===== src/rtl/firebird7_in_gate1_tdr_pkg.sv =====
// Shared definitions for the firebird7_in_gate1 IJTAG test data registers.
// The operation decode lives here so every sibling TDR resolves its
// enables with the same priority.
package firebird7_in_gate1_tdr_pkg;

  // Data field width of the 19-bit gated data path, and its scan length
  // (one extra bit for the select).
  localparam int TDR_W19_DATA_WIDTH = 19;
  localparam int TDR_W19_SCAN_LEN   = TDR_W19_DATA_WIDTH + 1;

  typedef enum logic [1:0] {
    TDR_HOLD    = 2'd0,
    TDR_SHIFT   = 2'd1,
    TDR_CAPTURE = 2'd2,
    TDR_UPDATE  = 2'd3
  } tdr_op_e;

  // Fixed priority SHIFT > CAPTURE > UPDATE; nothing happens unless selected.
  function automatic tdr_op_e tdr_decode(input logic sel, input logic se,
                                         input logic ce, input logic ue);
    tdr_op_e op;
    op = TDR_HOLD;
    if (sel) begin
      if (se)      op = TDR_SHIFT;
      else if (ce) op = TDR_CAPTURE;
      else if (ue) op = TDR_UPDATE;
    end
    return op;
  endfunction

endpackage


===== src/rtl/firebird7_in_gate1_tessent_tdr_w19_sel.sv =====
// IJTAG TDR feeding the 19-bit functional/IJTAG data mux: the update stage
// drives the mux data and select, capture observes the mux output.
module firebird7_in_gate1_tessent_tdr_w19_sel
  import firebird7_in_gate1_tdr_pkg::*;
#(
  parameter int                    DATA_WIDTH = TDR_W19_DATA_WIDTH,
  parameter logic [DATA_WIDTH-1:0] RESET_DATA = '0,
  parameter bit                    CAPTURE_EN = 1'b1
) (
  input  logic                  ijtag_tck,
  input  logic                  ijtag_reset,
  input  logic                  ijtag_sel,
  input  logic                  ijtag_se,
  input  logic                  ijtag_ce,
  input  logic                  ijtag_ue,
  input  logic                  ijtag_si,
  output logic                  ijtag_so,
  input  logic [DATA_WIDTH-1:0] capture_data_in,
  output logic [DATA_WIDTH-1:0] ijtag_data_out,
  output logic                  ijtag_select
);

  localparam int SCAN_LEN = DATA_WIDTH + 1;

  logic [SCAN_LEN-1:0] sr_q, sr_d;
  logic [SCAN_LEN-1:0] upd_q, upd_d;
  logic [SCAN_LEN-1:0] cap_val;
  tdr_op_e             op;

  // Capture source: observed mux data with the live select bit, or a plain
  // readback of the update stage when observation is not wanted.
  generate
    if (CAPTURE_EN) begin : g_cap_obs
      assign cap_val = {upd_q[DATA_WIDTH], capture_data_in};
    end else begin : g_cap_readback
      assign cap_val = upd_q;
    end
  endgenerate

  assign op = tdr_decode(ijtag_sel, ijtag_se, ijtag_ce, ijtag_ue);

  // Next-state selection: only the single decoded operation touches state.
  always_comb begin
    sr_d  = sr_q;
    upd_d = upd_q;
    case (op)
      TDR_SHIFT:   sr_d  = {ijtag_si, sr_q[SCAN_LEN-1:1]};
      TDR_CAPTURE: sr_d  = cap_val;
      TDR_UPDATE:  upd_d = sr_q;
      default:     ;
    endcase
  end

  // Shift and update stages; reset clears immediately without a clock.
  always_ff @(posedge ijtag_tck or negedge ijtag_reset) begin
    if (!ijtag_reset) begin
      sr_q  <= '0;
      upd_q <= {1'b0, RESET_DATA};
    end else begin
      sr_q  <= sr_d;
      upd_q <= upd_d;
    end
  end

  // Outputs come straight from flops so the mux never sees a glitch.
  assign ijtag_so       = sr_q[0];
  assign ijtag_select   = upd_q[DATA_WIDTH];
  assign ijtag_data_out = upd_q[DATA_WIDTH-1:0];

endmodule

===== config.mk =====
export PLATFORM = sky130hd
export DESIGN_NAME = firebird7_in_gate1_tessent_tdr_w19_sel
export DESIGN_NICKNAME = d
export VERILOG_FILES = /design/src/rtl/firebird7_in_gate1_tdr_pkg.sv /design/src/rtl/firebird7_in_gate1_tessent_tdr_w19_sel.sv
export SDC_FILE = /design/constraint.sdc
export NUM_CORES = 1
export LEC_CHECK = 0
export CORE_MARGIN = 2
export CORE_UTILIZATION = 47
export CTS_CLUSTER_SIZE = 30
export DETAILED_ROUTE_END_ITERATION = 12
export DONT_BUFFER_PORTS = 1
export PLACE_DENSITY = 0.72
export SLEW_MARGIN = 20
export SYNTH_ARGS = -nofsm -noshare
export SYNTH_HDL_FRONTEND = slang
export SYNTH_SLANG_ARGS = --single-unit

===== constraint.sdc =====
create_clock -name ijtag_tck -period 0.94 [get_ports ijtag_tck]
set_input_delay 0.235 -clock ijtag_tck [delete_from_list [all_inputs] [get_ports ijtag_tck]]
set_output_delay 0.235 -clock ijtag_tck [all_outputs]
set_load 0.01 [all_outputs]

==> run_results.csv, run 1 <==
group,metric,value,unit
placement,place_inst,178,
worst_setup_path,crit_chain,"nor2_4, nor3b_4, buf_4, ha_4, clkbuf_16, mux2i_1, a21oi_1",
worst_setup_path,worst_setup_path_end_kind,"flip-flop",
drt,detail-route-antenna-nets,0,
synth,avgSynthCellArea,12.7,sq um
power_and_ir_drop,power,5.49,mW
clocking,cts.sinks,40,
timing,rsz0062_at_grt,"true",
clocking,clkTransAtPathRegs,0.12,ns
synth,ys.warnings.count,0,
drt,avgRoutedWirePerCell,19.4,um
floorplanning,num_rows,21,
synth,synth-seq-cells,40,
synth,synthArstFlopShare,100,%
timing,max_slew_margin,87.2,%
timing,period_share,111,%
placement,hpwl,2.12,mm
synth,yosysSeqAreaShare,58.5,%
outcome,violations,"hold timing, setup timing",
timing,fin_worst_skew,0.00972,ns
placement,place_area,1860,sq um
timing,max_freq,0.955,GHz
clocking,h-tree-depth,2,
worst_setup_path,crit_family,"buffers and inverters",
worst_hold_path,hp-class,"input port to async pin",
floorplanning,dieArea,4140,sq um
clocking,clkLatencyLatePin,0.35,ns
grt,grt_usage,17.4,%
floorplanning,start_util,50.1,%
floorplanning,die_x,64.3,um
worst_setup_path,start_kind,"input port",
synth,synth.area.top_cells,"dfrtp_1, mux2_2, mux2i_1",
placement,pre_cts_ws,-0.447,ns
synth,syn_inst,135,
clocking,ctsRootBufferMaster,"clkbuf_4",
timing,worstMarginPinSlew,0.186,ns
timing,tns,-3.82,ns
power_and_ir_drop,power_density,2520,nW/um^2
clocking,tritoncts,"yes",
timing,slew_violations,0,
worst_setup_path,worstPathRequired,1.19,ns
worst_setup_path,slowest_stage,"mux2i_1",
cells_and_area,diodes,0,
placement,io_buffers,0,
worst_setup_path,critPathKind,"input port to flip-flop",
run,maxCapViolCount,0,
timing,hold_viol,40,
cells_and_area,nets,175,
timing,setup_viol_count_final,58,
drt,drc,0,
cells_and_area,fillers,277,
placement,gp_congestion,0.659,
cells_and_area,postLayoutCellArea,2180,sq um
floorplanning,die_height,64.3,um
power_and_ir_drop,ir_drop,0.00129,V
floorplanning,io_pins,47,
grt,grt_pass1_wl,5.29,mm
floorplanning,core,3420,sq um
timing,setup_ws,-0.107,ns
timing,holdWs,-0.443,ns
drt,firstDrtPassIters,4,
grt,antenna_found_initial,0,
synth,ys.flop_type,"dfrtp_1",
power_and_ir_drop,p_leak,0.865,nW
worst_setup_path,critical_path.max_fanout,5,
grt,grt_max_degree,41,
worst_setup_path,arrival,1.30,ns
grt,grt_overflow_total,0,
synth,synthesis.nets,163,
synth,syn-cell-area,1710,sq um
cells_and_area,finalNonFillerCells,194,
worst_setup_path,crit_buf_inv,2,
grt,first_global_vias,1034,
synth,yosysTopAreaCell,"dfrtp_1",
drt,vias,1070,
worst_setup_path,critPathMaxStageDelay,0.23,ns
drt,drt_wl_total,3.76,mm
drt,drt_iter0_markers,72,
timing,min_period,1.05,ns
cells_and_area,area_growth,27.3,%
drt,viasPerCell,5.52,
clocking,clockBufferDepth,2,
cells_and_area,fin_util,63.8,%
synth,ys_types,14,
clocking,numCtsBuffers,5,
outcome,status,"complete, but fails checks",
cells_and_area,final_layout_size_suffix_gt1_share,32.4,%
worst_setup_path,r2r_slack,0.09,ns
synth,synth_top_area_share,58.5,%
synth,synth_edf_count,0,
## flip-flops by register name (all words and copies together) (netlist names)
| signal | flops |
|---|---|
| sr_q | 20 |
| upd_q | 20 |
## cells in the mapped netlist (2+ instances only)
master,n
buf_4,2
clkbuf_1,2
buf_6,2
nor2_1,21
ha_1,2
mux2i_1,20
dfrtp_1,40
a21oi_1,20
mux2_2,20
buf_2,2
## power by group
| group | total [mW] | leakage [nW] | internal [mW] | switching [mW] |
|---|---|---|---|---|
| combinational | 1.36 | 0.407 | 0.898 | 0.461 |
| sequential | 3.20 | 0.428 | 2.43 | 0.775 |
| clock | 0.929 | 0.0305 | 0.363 | 0.565 |
## cells by family (layout without fill, tap and decap cells)
logic type / count (synthesis) / in the layout / share of synthesized area, %
DFF: 40 / 40 / 58.5
muxes: 40 / 40 / 24.9
adders and majority gates: 2 / 2 / 1.46
and+or+nand+nor: 23 / 23 / 5.41
buffers and inverters: 8 / 21 / 3.22
AOI/OAI and AO/OA: 22 / 22 / 6.58
## routing by layer
layer,vias to the layer above,routed length (um),part of all wire [%],global-route usage (%)
met5,-,0,0,0
met2,43,1870,50,26.4
met4,0,42,1.1,8.78
met1,527,1560,41,21.4
met3,5,288,7.7,7.22
li1,495,-,-,-
## path summary, 6_finish.rpt
| kind | endpoint | cells after the start | from |
|---|---|---|---|
| min in group ijtag_tck | sr_q[1] | 2 | capture_data_in[1] |
| max in group asynchronous | sr_q[7] | 0 | ijtag_reset |
| worst min register to register | upd_q[19] | 1 | sr_q[19] |
| worst max register to register | upd_q[11] | 1 | upd_q[11] |
| worst min-delay path | upd_q[11] | 0 | ijtag_reset |
| worst max-delay path | sr_q[16] | 7 | ijtag_ue |
## cells in the final DEF, fill, tap and decap left out
master and instances:
dfrtp_1 39, clkbuf_8 1, buf_12 5, dfrtp_2 1
nor2_4 1, buf_4 2, nor2b_4 1, nor2_1 20
clkinvlp_4 2, mux2i_1 20, a21oi_1 20, mux2_4 18
o21ai_4 1, ha_4 2, clkbuf_4 5, nor3b_4 1
mux2_2 2, clkbuf_16 5, buf_16 1, o21a_1 1
## layout make-up
cell class	instances	area (sq um)	area share (%)
tap	46	57.6	2.64
clock inverter	2	15.0	0.689
clock buffer	6	51.3	2.35
timing repair buffer	13	268	12.3
sequential	40	1000	46.0
multi-input combinational	87	786	36.1
## repair_timing
item,4_1_cts,5_1_grt
pin swaps,2,10
setup buffers,1,1
setup endpoints to repair,42,55
cloned,1,5
gates resized for setup,14,9
endpoints found under the hold margin,40,40
Power figures use the tool's default switching activity.
==> run 2, diff against run 1 <==
--- a/config.mk
+++ b/config.mk
@@ -11,6 +11,7 @@
 export DETAILED_ROUTE_END_ITERATION = 12
 export DONT_BUFFER_PORTS = 1
 export PLACE_DENSITY = 0.72
+export SETUP_SLACK_MARGIN = 0.02
 export SLEW_MARGIN = 20
 export SYNTH_ARGS = -nofsm -noshare
 export SYNTH_HDL_FRONTEND = slang
==> constraint.sdc (replaced) <==
create_clock -name ijtag_tck -period 1.3 [get_ports ijtag_tck]
set_input_delay 0.325 -clock ijtag_tck [delete_from_list [all_inputs] [get_ports ijtag_tck]]
set_output_delay 0.325 -clock ijtag_tck [all_outputs]
set_load 0.01 [all_outputs]
==> run 2 against run 1 <==
The flow now finishes without violations; global-route usage is 1.3 points lower; combinational power decreased by 45%; final cell count decreased by 3.1%; register-to-register slack improved by 0.37 ns; critical path depth fell by 7; critical path type is now flip-flop to output port; largest power group unchanged.
==> run_results.csv, run 2 (synthesized netlist as in run 1, its figures left out) <==
group,metric,value,unit
cells_and_area,diodes,0,
timing,setup_viol_count_final,0,
placement,io_buffers,0,
timing,max_slew_margin,85.2,%
timing,setup_ws,0.171,ns
worst_setup_path,setup.worst_path.start,"sr_q[0]",
drt,firstDrtPassIters,4,
worst_setup_path,crit_cells,0,
drt,vias,1001,
run,maxCapViolCount,0,
floorplanning,core,3420,sq um
power_and_ir_drop,sw_frac_of_total,33.0,%
timing,worstMarginPinSlew,0.222,ns
grt,grt_overflow_total,0,
clocking,ctsRootBufferMaster,"clkbuf_4",
worst_hold_path,hp-class,"input port to flip-flop",
drt,drt_iter0_markers,78,
grt,grt_pass1_wl,4.91,mm
worst_setup_path,worst_setup_path_end_kind,"output port",
timing,holdWs,0.166,ns
power_and_ir_drop,p_comb_share,20.4,%
outcome,status,"finished clean",
placement,hpwl,2.12,mm
grt,grtUsageMet2,24.7,%
worst_setup_path,start_kind,"flip-flop",
timing,fin_worst_skew,0.0132,ns
worst_setup_path,r2r_slack,0.46,ns
floorplanning,dieArea,4140,sq um
worst_setup_path,arrival,0.80,ns
cells_and_area,final_cell_mix,"dfrtp_1, mux2i_1, nor2_1, a21oi_1, mux2_2",
timing,tns,0,ns
clocking,numCtsBuffers,5,
grt,grt_usage,16.2,%
worst_setup_path,r2r-end,"upd_q[0]",
worst_setup_path,reg2reg_depth,1,
cells_and_area,fillers,291,
floorplanning,die_height,64.3,um
floorplanning,num_rows,21,
worst_setup_path,critPathKind,"flip-flop to output port",
cells_and_area,nets,169,
cells_and_area,seq_area,1000,sq um
worst_setup_path,critical_path.max_fanout,3,
floorplanning,start_util,50.1,%
power_and_ir_drop,p_switching,1.22,mW
timing,min_period,1.13,ns
power_and_ir_drop,power,3.69,mW
clocking,cts_resized,0,
placement,place_area,1860,sq um
worst_setup_path,endpoint,"ijtag_so",
floorplanning,die_x,64.3,um
cells_and_area,final_layout_size_suffix_gt1_share,27.5,%
floorplanning,io_pins,47,
cells_and_area,area_growth,14.0,%
clocking,h-tree-depth,2,
grt,grt_busiest_layer,"met2",
clocking,post_cts_buffers,0,
timing,rsz0062_at_grt,"false",
placement,place_inst,178,
timing,hold_viol,0,
cells_and_area,largestRegisters,"sr_q x20, upd_q x20",
drt,avgRoutedWirePerCell,16.1,um
cells_and_area,finalNonFillerCells,188,
drt,viasPerCell,5.32,
timing,max_freq,0.886,GHz
power_and_ir_drop,power_density,1890,nW/um^2
clocking,postCtsHoldBufs,2,
placement,pre_cts_ws,-0.177,ns
clocking,tritoncts,"yes",
grt,grt_use_met1,19.3,%
power_and_ir_drop,ir_drop,0.000896,V
timing,period_share,86.8,%
grt,first_global_vias,1006,
power_and_ir_drop,clkPwrFrac,17.9,%
clocking,clkTransAtPathRegs,0.12,ns
worst_setup_path,worstPathRequired,0.98,ns
grt,gr-usage-met3,6.87,%
drt,drc,0,
drt,detail-route-antenna-nets,0,
cells_and_area,final_common_cell,"dfrtp_1",
timing,slew_violations,0,
power_and_ir_drop,p_leak,0.731,nW
drt,drt_wl_total,3.02,mm
placement,gp_congestion,0.659,
power_and_ir_drop,power.internal,2.47,mW
grt,antenna_found_initial,0,
power_and_ir_drop,pwr-share-seq,61.7,%
worst_setup_path,timing.rr.start,"sr_q[0]",
cells_and_area,postLayoutCellArea,1950,sq um
worst_hold_path,hold_path_depth,2,
grt,grt_max_degree,41,
cells_and_area,fin_util,57.1,%
clocking,clockBufferDepth,2,
cells_and_area,multi_input_area,697,sq um
clocking,cts.sinks,40,
clocking,clkLatencyLatePin,0.35,ns
-- run 2: layout make-up --
type	count	area share, %
timing repair buffer	7	6.67
clock inverter	2	0.769
multi-input combinational	87	35.7
clock buffer	6	2.63
sequential	40	51.3
tap	46	2.95
-- run 2: routing by layer --
metal / wire length, um / vias up
met2: 1420 / 39
met4: 46 / 0
met5: 0 / -
met1: 1270 / 475
li1: - / 482
met3: 284 / 5
-- run 2: worst min path at each step --
stage | from | endpoint | slack [ns]
5_1_grt | capture_data_in[1] | sr_q[1] | 0.15
3_3_place_gp | ijtag_reset | upd_q[14] | 0.03
2_1_floorplan | ijtag_reset | sr_q[0] | 0.03
4_1_cts | capture_data_in[2] | sr_q[2] | 0.14
6_report | capture_data_in[17] | sr_q[17] | 0.17
3_5_place_dp | ijtag_reset | upd_q[14] | 0.03
-- run 2: power groups by stage --
stage               Clock (mW)  Combinational [mW]  Sequential, mW
finish                   0.659               0.751            2.28
global route             0.750               0.842            2.35
CTS                      0.705               0.769            2.28
detailed placement           0               0.735            2.31
global placement             0               0.691            2.28
floorplan                    0               0.632            2.18
==> run 3, diff against run 2 <==
--- a/config.mk
+++ b/config.mk
@@ -5,14 +5,13 @@
 export SDC_FILE = /design/constraint.sdc
 export NUM_CORES = 1
 export LEC_CHECK = 0
-export CORE_MARGIN = 2
+export CORE_MARGIN = 4
 export CORE_UTILIZATION = 47
 export CTS_CLUSTER_SIZE = 30
 export DETAILED_ROUTE_END_ITERATION = 12
 export DONT_BUFFER_PORTS = 1
 export PLACE_DENSITY = 0.72
 export SETUP_SLACK_MARGIN = 0.02
-export SLEW_MARGIN = 20
 export SYNTH_ARGS = -nofsm -noshare
 export SYNTH_HDL_FRONTEND = slang
 export SYNTH_SLANG_ARGS = --single-unit
==> run 3 against run 2 <==
Maximum frequency shrank 0.84%; core utilization shrank 0.29 points; non-clock buffer count shrank 1; via count grew 2.9%; final area shrank 0.51%; highest routed layer unchanged; largest power group unchanged; largest cell class unchanged; die area grew 13%; sequential share of layout area grew 0.26 points; hold slack lost 0.0010 ns.
==> run_results.csv, run 3 (synthesized netlist as in run 1, its figures left out) <==
group,metric,value,unit
grt,grt_max_degree,41,
floorplanning,io_pins,47,
timing,holdWs,0.165,ns
clocking,clockBufferDepth,2,
floorplanning,start_util,50.1,%
clocking,clkTransAtPathRegs,0.12,ns
cells_and_area,final_layout_size_suffix_gt1_share,26.2,%
power_and_ir_drop,power_density,1980,nW/um^2
clocking,post_cts_buffers,0,
clocking,tritoncts,"yes",
timing,worstMarginPinSlew,0.306,ns
drt,drc,0,
placement,gp_congestion,0.650,
placement,hpwl,2.30,mm
timing,setup_viol_count_final,0,
placement,pre_cts_ws,-0.220,ns
clocking,ctsRootBufferMaster,"clkbuf_4",
clocking,clkLatencyLatePin,0.35,ns
floorplanning,die_height,68.3,um
cells_and_area,largestRegisters,"sr_q x20, upd_q x20",
floorplanning,dieArea,4670,sq um
drt,viasPerCell,5.51,
worst_setup_path,worstPathRequired,1.53,ns
grt,grt_pass1_wl,5.35,mm
drt,drt_iter0_markers,79,
timing,max_slew_margin,79.6,%
floorplanning,num_rows,21,
timing,min_period,1.14,ns
cells_and_area,diodes,0,
timing,setup_ws,0.162,ns
power_and_ir_drop,p_leak,0.735,nW
timing,period_share,87.6,%
timing,rsz0062_at_grt,"false",
drt,drt_wl_total,3.26,mm
worst_hold_path,hp-class,"input port to flip-flop",
drt,vias,1030,
grt,first_global_vias,1154,
worst_setup_path,arrival,1.37,ns
timing,fin_worst_skew,0.0118,ns
placement,io_buffers,0,
clocking,numCtsBuffers,5,
cells_and_area,area_growth,13.5,%
run,maxCapViolCount,0,
power_and_ir_drop,power,3.85,mW
worst_setup_path,critical_path.max_fanout,11,
floorplanning,die_x,68.3,um
worst_setup_path,start_kind,"input port",
timing,max_freq,0.878,GHz
worst_setup_path,worst_setup_path_end_kind,"flip-flop",
floorplanning,core,3420,sq um
power_and_ir_drop,ir_drop,0.00106,V
grt,grt_overflow_total,0,
clocking,cts.sinks,40,
cells_and_area,fillers,300,
timing,hold_viol,0,
clocking,cts_resized,0,
worst_setup_path,critPathKind,"input port to flip-flop",
cells_and_area,final_cell_mix,"dfrtp_1, mux2i_1, nor2_1, a21oi_1, mux2_2",
drt,avgRoutedWirePerCell,17.5,um
drt,firstDrtPassIters,4,
clocking,h-tree-depth,2,
grt,grt_usage,15.8,%
cells_and_area,final_common_cell,"dfrtp_1",
timing,slew_violations,0,
drt,detail-route-antenna-nets,0,
grt,antenna_found_initial,0,
cells_and_area,nets,168,
outcome,status,"finished clean",
## run 3: cell types whose count changed in the layout (fill, tap and decap cells not counted)
cell | previous run | this run
buf_12 | 6 | 5
bufinv_16 | 0 | 1
clkbuf_1 | 0 | 1
clkbuf_8 | 1 | 0
clkinv_2 | 0 | 1
clkinvlp_4 | 2 | 0
## run 3: worst paths after layout
path | end | cells past startpoint | from | slack [ns]
setup reg to reg | upd_q[0] | 1 | sr_q[0] | 0.46
min in group asynchronous | upd_q[11] | 2 | ijtag_reset | 0.44
setup / recovery | sr_q[13] | 6 | ijtag_ce | 0.16
hold reg to reg | upd_q[14] | 1 | sr_q[14] | 0.55
max in group asynchronous | sr_q[8] | 2 | ijtag_reset | 0.66
hold / removal | sr_q[19] | 2 | ijtag_si | 0.16
## run 3: worst max-delay path, stage by stage
cell and delay (ns):
nor2_4 0.02, nor3b_4 0.23, ha_2 0.29, buf_12 0.16, mux2i_1 0.23, a21oi_1 0.10
## run 3: layout make-up
class	instances	area (sq um)	area share, %
sequential	40	1000	51.5
multi-input combinational	87	697	35.9
timing repair buffer	6	110	5.67
tap	46	57.6	2.96
clock buffer	6	41.3	2.13
clock inverter	2	35.0	1.80
## run 3: what timing repair did
action | CTS | global route
endpoints found under the setup margin | 0 | 0
hold endpoints to repair | 40 | 0
hold buffers | 2 | 0
## run 3: power by group
group	internal (mW)	switching, mW
sequential	1.75	0.534
combinational	0.454	0.312
clock	0.403	0.389
total	2.61	1.24
## run 3: through the flow
stage / TNS (ns) / cells / area [sq um] / util, %
final: 0 / 187 / 1940 / 56.8
after global routing: 0 / 187 / 1940 / 56.8
after CTS: 0 / 187 / 1940 / 56.8
after detailed placement: -6.66 / 177 / 1840 / 53.7
after global placement: -4.64 / 177 / 1840 / 53.7
after floorplan: -0.737 / 135 / 1780 / -
## run 3: layer usage
layer / global-route usage [%] / up-vias / part of all wire [%]
met4: 6.70 / 0 / 0.86
met3: 5.75 / 4 / 8.8
met5: 0 / - / 0
met2: 24.9 / 35 / 51
li1: - / 476 / -
met1: 19.5 / 515 / 40
